File: src/rtl/sfilt_seq_if.sv
// Sample/coefficient input and MAC command output bundle of the sfilt sequencer.
// master = sample source / command consumer side, slave = sfilt_seq itself.
interface sfilt_seq_if #(
    parameter int AW = 6
);
    logic          pushin;
    logic [31:0]   din;
    logic          ready;
    logic [6:0]    shamt;
    logic          cwe;
    logic [AW-1:0] caddr;
    logic [31:0]   cdata;
    logic          cmd_push;
    logic [1:0]    cmd;
    logic [31:0]   q;
    logic [31:0]   h;

    modport master (
        output pushin, din, shamt, cwe, caddr, cdata,
        input  ready, cmd_push, cmd, q, h
    );

    modport slave (
        input  pushin, din, shamt, cwe, caddr, cdata,
        output ready, cmd_push, cmd, q, h
    );
endinterface

File: src/rtl/sfilt_seq.sv
// Command sequencer for the sfilt MAC engine: one sample in, NTAPS+2 commands out.
// Optional SFILT_SEQ_SKIPZERO_EN drops MAC commands whose coefficient is zero.
module sfilt_seq #(
    parameter int NTAPS = 8,
    parameter int AW    = 6
) (
    input  logic       clk,
    input  logic       rst,
    sfilt_seq_if.slave bus
);
    localparam int IW = (NTAPS > 1) ? $clog2(NTAPS) : 1;
    localparam int KW = $clog2(NTAPS + 1);

    // State names the command currently presented on cmd/q/h.
    typedef enum logic [2:0] {
        IDLE  = 3'd0,
        FIRST = 3'd1,
        MAC   = 3'd2,
        SHIFT = 3'd3,
        OUT   = 3'd4
    } state_t;

    state_t        r_state;
    logic [31:0]   r_x [NTAPS];
    logic [31:0]   r_c [NTAPS];
    logic [6:0]    r_sh;
    logic [KW-1:0] r_k;
    logic          r_cmd_push;
    logic [1:0]    r_cmd;
    logic [31:0]   r_q;
    logic [31:0]   r_h;

    logic             w_ready;
    logic             w_accept;
    logic             w_cwr;
    logic [31:0]      w_c0;
    logic [NTAPS-1:0] w_nz;
    logic [KW-1:0]    w_start;
    logic             w_found;
    logic [IW-1:0]    w_idx;

    assign w_ready  = (r_state == IDLE) || (r_state == OUT);
    assign w_accept = bus.pushin && w_ready;
    assign w_cwr    = bus.cwe && (r_state == IDLE) &&
                      ({1'b0, bus.caddr} < (AW + 1)'(NTAPS));
    // A write landing on the accept edge must already feed the first command.
    assign w_c0     = (w_cwr && (bus.caddr == '0)) ? bus.cdata : r_c[0];

    generate
        for (genvar gi = 0; gi < NTAPS; gi++) begin : g_tap
`ifdef SFILT_SEQ_SKIPZERO_EN
            assign w_nz[gi] = (r_c[gi] != 32'd0);
`else
            assign w_nz[gi] = 1'b1;
`endif

            always_ff @(posedge clk) begin
                if (rst) begin
                    r_c[gi] <= 32'd0;
                end else if (w_cwr && (bus.caddr == AW'(gi))) begin
                    r_c[gi] <= bus.cdata;
                end
            end

            if (gi == 0) begin : g_head
                always_ff @(posedge clk) begin
                    if (rst) begin
                        r_x[gi] <= 32'd0;
                    end else if (w_accept) begin
                        r_x[gi] <= bus.din;
                    end
                end
            end else begin : g_tail
                always_ff @(posedge clk) begin
                    if (rst) begin
                        r_x[gi] <= 32'd0;
                    end else if (w_accept) begin
                        r_x[gi] <= r_x[gi-1];
                    end
                end
            end
        end
    endgenerate

    // Lowest tap at or above w_start that must be issued.
    always_comb begin
        w_start = (r_state == FIRST) ? KW'(1) : r_k;
        w_found = 1'b0;
        w_idx   = '0;
        for (int i = NTAPS - 1; i >= 0; i--) begin
            if ((KW'(i) >= w_start) && w_nz[i]) begin
                w_found = 1'b1;
                w_idx   = IW'(i);
            end
        end
    end

    always_ff @(posedge clk) begin
        if (rst) begin
            r_sh <= 7'd0;
        end else if (w_accept) begin
            r_sh <= bus.shamt;
        end
    end

    always_ff @(posedge clk) begin
        if (rst) begin
            r_state    <= IDLE;
            r_k        <= '0;
            r_cmd_push <= 1'b0;
            r_cmd      <= 2'd0;
            r_q        <= 32'd0;
            r_h        <= 32'd0;
        end else begin
            case (r_state)
                IDLE, OUT: begin
                    if (w_accept) begin
                        r_state    <= FIRST;
                        r_cmd_push <= 1'b1;
                        r_cmd      <= 2'd0;
                        r_q        <= bus.din;
                        r_h        <= w_c0;
                    end else begin
                        r_state    <= IDLE;
                        r_cmd_push <= 1'b0;
                        r_cmd      <= 2'd0;
                        r_q        <= 32'd0;
                        r_h        <= 32'd0;
                    end
                end
                FIRST, MAC: begin
                    r_cmd_push <= 1'b1;
                    if (w_found) begin
                        r_state <= MAC;
                        r_cmd   <= 2'd1;
                        r_q     <= r_x[w_idx];
                        r_h     <= r_c[w_idx];
                        r_k     <= KW'(w_idx) + KW'(1);
                    end else begin
                        r_state <= SHIFT;
                        r_cmd   <= 2'd2;
                        r_q     <= 32'd0;
                        r_h     <= {25'd0, r_sh};
                    end
                end
                SHIFT: begin
                    r_state    <= OUT;
                    r_cmd_push <= 1'b1;
                    r_cmd      <= 2'd3;
                    r_q        <= 32'd0;
                    r_h        <= 32'd0;
                end
                default: begin
                    r_state    <= IDLE;
                    r_cmd_push <= 1'b0;
                    r_cmd      <= 2'd0;
                    r_q        <= 32'd0;
                    r_h        <= 32'd0;
                end
            endcase
        end
    end

    assign bus.ready    = w_ready;
    assign bus.cmd_push = r_cmd_push;
    assign bus.cmd      = r_cmd;
    assign bus.q        = r_q;
    assign bus.h        = r_h;
endmodule
File: src/flat_wrapper.sv
// flat-port wrapper written by rule: the top's interface ports become plain ports
module sfilt_seq_flat 
#(
    parameter int NTAPS = 8,
    parameter int AW    = 6
)
  (clk, rst, bus_pushin, bus_din, bus_shamt, bus_cwe, bus_caddr, bus_cdata, bus_ready, bus_cmd_push, bus_cmd, bus_q, bus_h);
  sfilt_seq_if #(.AW(AW)) bus_i ();
  input  logic clk;
  input  logic rst;
  input wire logic [$bits(bus_i.pushin)-1:0] bus_pushin;
  input wire logic [$bits(bus_i.din)-1:0] bus_din;
  input wire logic [$bits(bus_i.shamt)-1:0] bus_shamt;
  input wire logic [$bits(bus_i.cwe)-1:0] bus_cwe;
  input wire logic [$bits(bus_i.caddr)-1:0] bus_caddr;
  input wire logic [$bits(bus_i.cdata)-1:0] bus_cdata;
  output wire logic [$bits(bus_i.ready)-1:0] bus_ready;
  output wire logic [$bits(bus_i.cmd_push)-1:0] bus_cmd_push;
  output wire logic [$bits(bus_i.cmd)-1:0] bus_cmd;
  output wire logic [$bits(bus_i.q)-1:0] bus_q;
  output wire logic [$bits(bus_i.h)-1:0] bus_h;
  assign bus_i.pushin = bus_pushin;
  assign bus_i.din = bus_din;
  assign bus_i.shamt = bus_shamt;
  assign bus_i.cwe = bus_cwe;
  assign bus_i.caddr = bus_caddr;
  assign bus_i.cdata = bus_cdata;
  assign bus_ready = bus_i.ready;
  assign bus_cmd_push = bus_i.cmd_push;
  assign bus_cmd = bus_i.cmd;
  assign bus_q = bus_i.q;
  assign bus_h = bus_i.h;
  sfilt_seq #(.NTAPS(NTAPS), .AW(AW)) u_core (.clk(clk), .rst(rst), .bus(bus_i));
endmodule
File: config.mk
export PLATFORM = sky130hd
export DESIGN_NAME = sfilt_seq_flat
export DESIGN_NICKNAME = d
export VERILOG_FILES = /design/src/rtl/sfilt_seq_if.sv /design/src/rtl/sfilt_seq.sv /design/src/flat_wrapper.sv
export SDC_FILE = /design/constraint.sdc
export NUM_CORES = 1
export LEC_CHECK = 0
export BUFFER_PORTS_ARGS = -buffer_cell sky130_fd_sc_hd__buf_2
export CAP_MARGIN = 10
export CORE_MARGIN = 5
export CORE_UTILIZATION = 58
export DETAILED_ROUTE_END_ITERATION = 16
export GPL_TIMING_DRIVEN = 0
export HOLD_SLACK_MARGIN = 0.02
export PLACE_DENSITY = 0.77
export SLEW_MARGIN = 15
export SYNTH_ARGS = -nofsm -noshare
export SYNTH_HDL_FRONTEND = slang
export SYNTH_SLANG_ARGS = --single-unit
File: constraint.sdc
create_clock -name clk -period 12.2 [get_ports clk]
set_input_delay 2.44 -clock clk [delete_from_list [all_inputs] [get_ports clk]]
set_output_delay 2.44 -clock clk [all_outputs]
set_load 0.1 [all_outputs]
Word level (Yosys, flattened, before mapping). Memories as Yosys holds them, arrays and structs flattened. Cells that the tools add are included.

Bits in registers: 81. Output and inout port bits: 68. Word-level logic and storage cells: 139. Memory bits (writable): 512. Bits of input ports: 81. Memories: 2.

Memory list: u_core.r_c (depth 8, bits a word 32, rd ports 2, clocked after memory_dff 0, wr ports 8, RTL line sfilt_seq.sv:25) `logic [31:0] r_c [NTAPS];`; u_core.r_x (depth 8, bits a word 32, rd ports 8, clocked after memory_dff 0, wr ports 8, RTL line sfilt_seq.sv:24) `logic [31:0] r_x [NTAPS];`.

Multiplexer cells: 75. Reduce and logical (&&, ||, !) cells: 18. Bitwise logic cells: 16. Add/sub/neg operators: 1. Magnitude comparators: 9. Equality and inequality tests: 11.

Operators by type and width (number): $mux W32 (21); $pmux W32 S2 (2); $mux W1 (39); $eq A6 B3 Y1 const B (4); $mux W3 (8); $ge A3 B4 Y1 const A (4); $or A1 B1 Y1 (16); $eq A6 B2 Y1 const B (2); $logic_and A1 B1 Y1 (11); $pmux W3 S3 (1); $ge A1 B4 Y1 const A (2); $ge A2 B4 Y1 const A (2); $eq A3 B2 Y1 const B (2); $eq A6 B1 Y1 const B (1); $logic_not A6 Y1 (1); $lt A6 B4 Y1 const B (1); $add A3 B1 Y4 const B (1); $mux W4 (1); $pmux W2 S2 (1); $reduce_or A2 Y1 (2); $eq A3 B1 Y1 const B (1); $eq A3 B3 Y1 const B (1); $logic_not A3 Y1 (1); $reduce_or A3 Y1 (1); 4 further kinds (4).

Depth between registers and ports, before layout. An unclocked memory read counts as a cell.

Depth in word-level cells: 14. Gate-level depth with buffers: 10. Depth with buffers taken out: 7.

Least setup slack after synthesis. Ideal clock, no wire load.

Kind: input to register. Start point: in rst. End point: mem u_core.r_x[0][0] (enable). Data arrival time: 8836 ps. Buffers on the path: 1. Path slack: 2701 ps. Library setup time: 663 ps. Stages: 2. Data required time: 11537 ps. Cell sequence: clkbuf_1 -> nand2b_1.

RTL lines: start: declaration (RTL line flat_wrapper.sv:10) `input logic rst;`; end: declaration (RTL line sfilt_seq.sv:24).

==> results_dict.tcl <==
set metrics [dict create \
    status "finished, final reports clean" \
    grt_pass1_vias 19234 \
    detail_route.first_pass.iterations 6 \
    core_region_area_sq_um 45300 \
    grt_overflow_total 0 \
    fin_cells 3050 \
    cts_tree "done" \
    min-delay-start "u_core.r_sh[0]$_SDFFE_PP0P_" \
    setup_viol 0 \
    design_power_total_mw 4.89 \
    type_of_the_setup_path_with_the_least_slack "in2reg" \
    cell_repeated_most_along_the_worst_path "sky130_fd_sc_hd__buf_2" \
    fin_worst_skew_ps 26.6 \
    post_layout_utilization_of_the_core_pct 66.9 \
    power_density_nw_per_um2 162 \
    crit-reg2reg-launch "u_core.r_state[1]$_SDFF_PP0_" \
    synth_area_leader_cell "sky130_fd_sc_hd__edfxtp_1" \
    drcViolationCount 0 \
    routed_wire_length_per_instance_um 25.1 \
    max_freq_ghz 0.185 \
    timing.slew.headroom_pct 30.1 \
    layout_worst_path_cycle_share_pct 44.3 \
    floorplan.die_area_sq_um 50000 \
    synth_most_common_cell "sky130_fd_sc_hd__and2_1" \
    synth_area_sq_um 26400 \
    yosysSeqAreaShare_pct 64.3 \
    synthesis.instances 2176 \
    drtAntennaViolNets 0 \
    post_route_hold_slack_ps 459 \
    postSynth.asyncResetShare_pct 0 \
    clock_latency_ps 640 \
    crit_slowest_cell "sky130_fd_sc_hd__or2_2" \
    post_dp_cell_area_sq_um 28300 \
    clock_sink_count 593 \
    clk_root_buffer_cell "sky130_fd_sc_hd__clkbuf_16" \
    cpPeakStageDelay_ps 870 \
    gp_routability_congestion 0.895 \
    filler_cell_count 3371 \
    cts.path.max_buffers 3 \
    reg2reg_slack_ps 8560 \
    initial_utilization_pct 58.4 \
    cp_data_arrival_time_ps 5650 \
    rows 78 \
    h-tree-depth 2 \
    critical_path.endpoint_type "flip-flop" \
    dpl.cell_count 2936 \
    setup.worst_path.start_class "input pin" \
    synth_top_cell_area_share_pct 58.1 \
    timing.critical_path.max_delay_family "simple AND/OR/NAND/NOR gates" \
    timing.critical_path.cells "buf_2 > nor4b_1 > nor3b_1 > buf_2 > buf_2 > or2_2" \
    cts_setup_buffers 0 \
    die_x_um 224 \
    die_h_um 224 \
    synth_common_cells "sky130_fd_sc_hd__and2_1, sky130_fd_sc_hd__edfxtp_1, sky130_fd_sc_hd__nand2_1, sky130_fd_sc_hd__clkbuf_1, sky130_fd_sc_hd__a21oi_1" \
    areaGrowthSynthToFinish_pct 14.5 \
    transition_time_of_the_tightest_slew_check_pin_ps 1050 \
    cts_made_buffers 60 \
    grt_max_degree 62 \
    fin_nets 2480 \
    drt_wl_total_um 76500 \
    drive_above_1_share_pct 14.1 \
    cts.reportedPaths.clkPinSlew_ps 60 \
    yosys-top-cells-area "sky130_fd_sc_hd__edfxtp_1, sky130_fd_sc_hd__and2_1, sky130_fd_sc_hd__dfxtp_1, sky130_fd_sc_hd__nand2_1, sky130_fd_sc_hd__mux2_2" \
    routed-via-count 19185 \
    antenna_found_initial 10 \
    synth_enable_flop_cells 512 \
    unrepaired_setup_endpoints_after_global_routing "false" \
    post_cts_resize_count 0 \
    postLayoutCellArea_sq_um 30300 \
    syn_area_per_cell_sq_um 12.2 \
    critPathRequiredTime_ps 12440 \
    slew_viol_final 0 \
    detail_route.iter0.violations 2414 \
    p_leak_nw 11.4 \
    path_depth 6 \
    hold-path-endpoint "u_core.r_sh[0]$_SDFFE_PP0P_" \
    detail_route.vias_per_cell 6.29 \
    timing.critical_path.buf_inv 3 \
    min-delay-path-class "reg2reg" \
    timing.max_cap.violations 0 \
    fin_hold_viols 0 \
    post-dp-hpwl_um 50300 \
    grtUsageTotal_pct 29.5 \
    io_pins 149 \
    synthDistinctLibCells 51 \
    critPathMaxFanout 32 \
    hold_depth 2 \
    synth_seq_cells 593 \
    cts.hold.buffers_added 0 \
    endpoint_of_the_most_critical_register_to_register_path "u_core.r_c[0][7]$_SDFFCE_PN0P_" \
    ys.flop_type "sky130_fd_sc_hd__edfxtp_1" \
    period_needed_ps 5410 \
    grt_first_pass_wirelength_um 113000 \
    numPortBuffers 148 \
    ir_drop_mv 0.124 \
    reg2regPathDepth 5 \
    postSynthNetCount 2258 \
    synth.yosys.warnings 0 \
]
-- worst max path at each step --
| stage | start | to | slack [ps] |
|---|---|---|---|
| floorplan | rst | u_core.r_x[0][0]$_SDFFCE_PN0P_ | 2700 |
| global placement | rst | u_core.r_x[2][17]$_SDFFCE_PN0P_ | -3 |
| detailed placement | bus_caddr[2] | u_core.r_c[0][19]$_SDFFCE_PN0P_ | 6440 |
| CTS | bus_caddr[2] | u_core.r_c[0][9]$_SDFFCE_PN0P_ | 7080 |
| global route | bus_caddr[2] | u_core.r_c[0][4]$_SDFFCE_PN0P_ | 6950 |
| finish | bus_caddr[2] | u_core.r_c[0][7]$_SDFFCE_PN0P_ | 6790 |
-- flip-flops by register name, summed over array words and instances, names as in the netlist --
register / cells
u_core.r_k: 4
u_core.r_state: 3
u_core.bus.cmd: 2
u_core.r_x: 256
u_core.bus.cmd_push: 1
u_core.bus.h: 32
u_core.r_c: 256
u_core.bus.q: 32
u_core.r_sh: 7
-- worst register-to-register path, delay by kind of cell, from the launching register on --
family	cells	cell delay [ps]
buf+inv	2	820
flops	1	360
simple gates	3	2040
-- metal layers --
metal  global-route usage, %  vias up  share of wire [%]
met2                    49.0     1182                 48
met4                    13.7       16                4.5
met1                    36.9     9359                 37
met3                    7.14      273                 10
li1                        -     8355                  -
met5                       0        -               0.15
-- report_power, final --
| group | internal, mW | switching, mW |
|---|---|---|
| Sequential | 2.33 | 0.0522 |
| Clock | 1.08 | 0.796 |
| Combinational | 0.158 | 0.475 |
-- metrics by stage --
step           TNS [ps]  setup slack (ps)
3_3_place_gp      -61.7             -2.90
4_1_cts               0              7080
3_5_place_dp          0              6440
2_1_floorplan         0              2700
5_1_grt               0              6950
6_report              0              6790
-- kinds of logic (layout without fill, tap and decap cells) --
| kind of cell | count (synthesis) | in the layout | share of synthesized area, % |
|---|---|---|---|
| buffers and inverters | 170 | 443 | 2.57 |
| AND/OR/NAND/NOR | 913 | 913 | 19.0 |
| other | 0 | 1 | 0 |
| flip-flops | 593 | 593 | 64.3 |
| XOR/XNOR | 1 | 1 | 0.0331 |
| AO/OA/AOI/OAI | 425 | 425 | 11.1 |
| multiplexers | 73 | 73 | 2.97 |
| adder cells (fa/ha/maj) | 1 | 1 | 0.0473 |
-- layout make-up --
type	count	area [sq um]	area share (%)
multi-input combinational	1413	8860	29.3
tap	600	751	2.48
buffer	165	661	2.18
timing repair buffer	160	1010	3.34
clock inverter	29	268	0.884
antenna	1	2.50	0.00826
clock buffer	84	1710	5.66
sequential	593	17000	56.1
inverter	5	18.8	0.0620
-- placed cells by master, fill, tap and decap left out, types with 5 or more instances in the layout --
cell	instances
sky130_fd_sc_hd__a211oi_1	32
sky130_fd_sc_hd__clkbuf_8	10
sky130_fd_sc_hd__clkinv_1	10
sky130_fd_sc_hd__a21oi_1	94
sky130_fd_sc_hd__and2_1	514
sky130_fd_sc_hd__o21bai_4	7
sky130_fd_sc_hd__dfxtp_1	81
sky130_fd_sc_hd__a21o_1	26
sky130_fd_sc_hd__buf_1	15
sky130_fd_sc_hd__nand2b_1	8
sky130_fd_sc_hd__clkinv_2	11
sky130_fd_sc_hd__o21ai_0	70
sky130_fd_sc_hd__nand3_1	21
sky130_fd_sc_hd__and3_1	28
sky130_fd_sc_hd__o32a_1	17
sky130_fd_sc_hd__mux2i_1	29
sky130_fd_sc_hd__mux2_2	44
sky130_fd_sc_hd__nor2_1	37
sky130_fd_sc_hd__edfxtp_1	512
sky130_fd_sc_hd__a221oi_1	34
sky130_fd_sc_hd__a41o_1	14
sky130_fd_sc_hd__a221o_1	14
sky130_fd_sc_hd__nand2_1	225
sky130_fd_sc_hd__a31oi_1	61
sky130_fd_sc_hd__buf_2	176
sky130_fd_sc_hd__clkbuf_1	135
sky130_fd_sc_hd__buf_16	6
sky130_fd_sc_hd__bufinv_16	5
sky130_fd_sc_hd__nor2b_1	37
sky130_fd_sc_hd__nor3_1	21
sky130_fd_sc_hd__clkbuf_16	61
sky130_fd_sc_hd__a311o_1	25
sky130_fd_sc_hd__o22ai_1	5
sky130_fd_sc_hd__buf_12	5
Note: power is estimated with default switching activity, not from simulation.
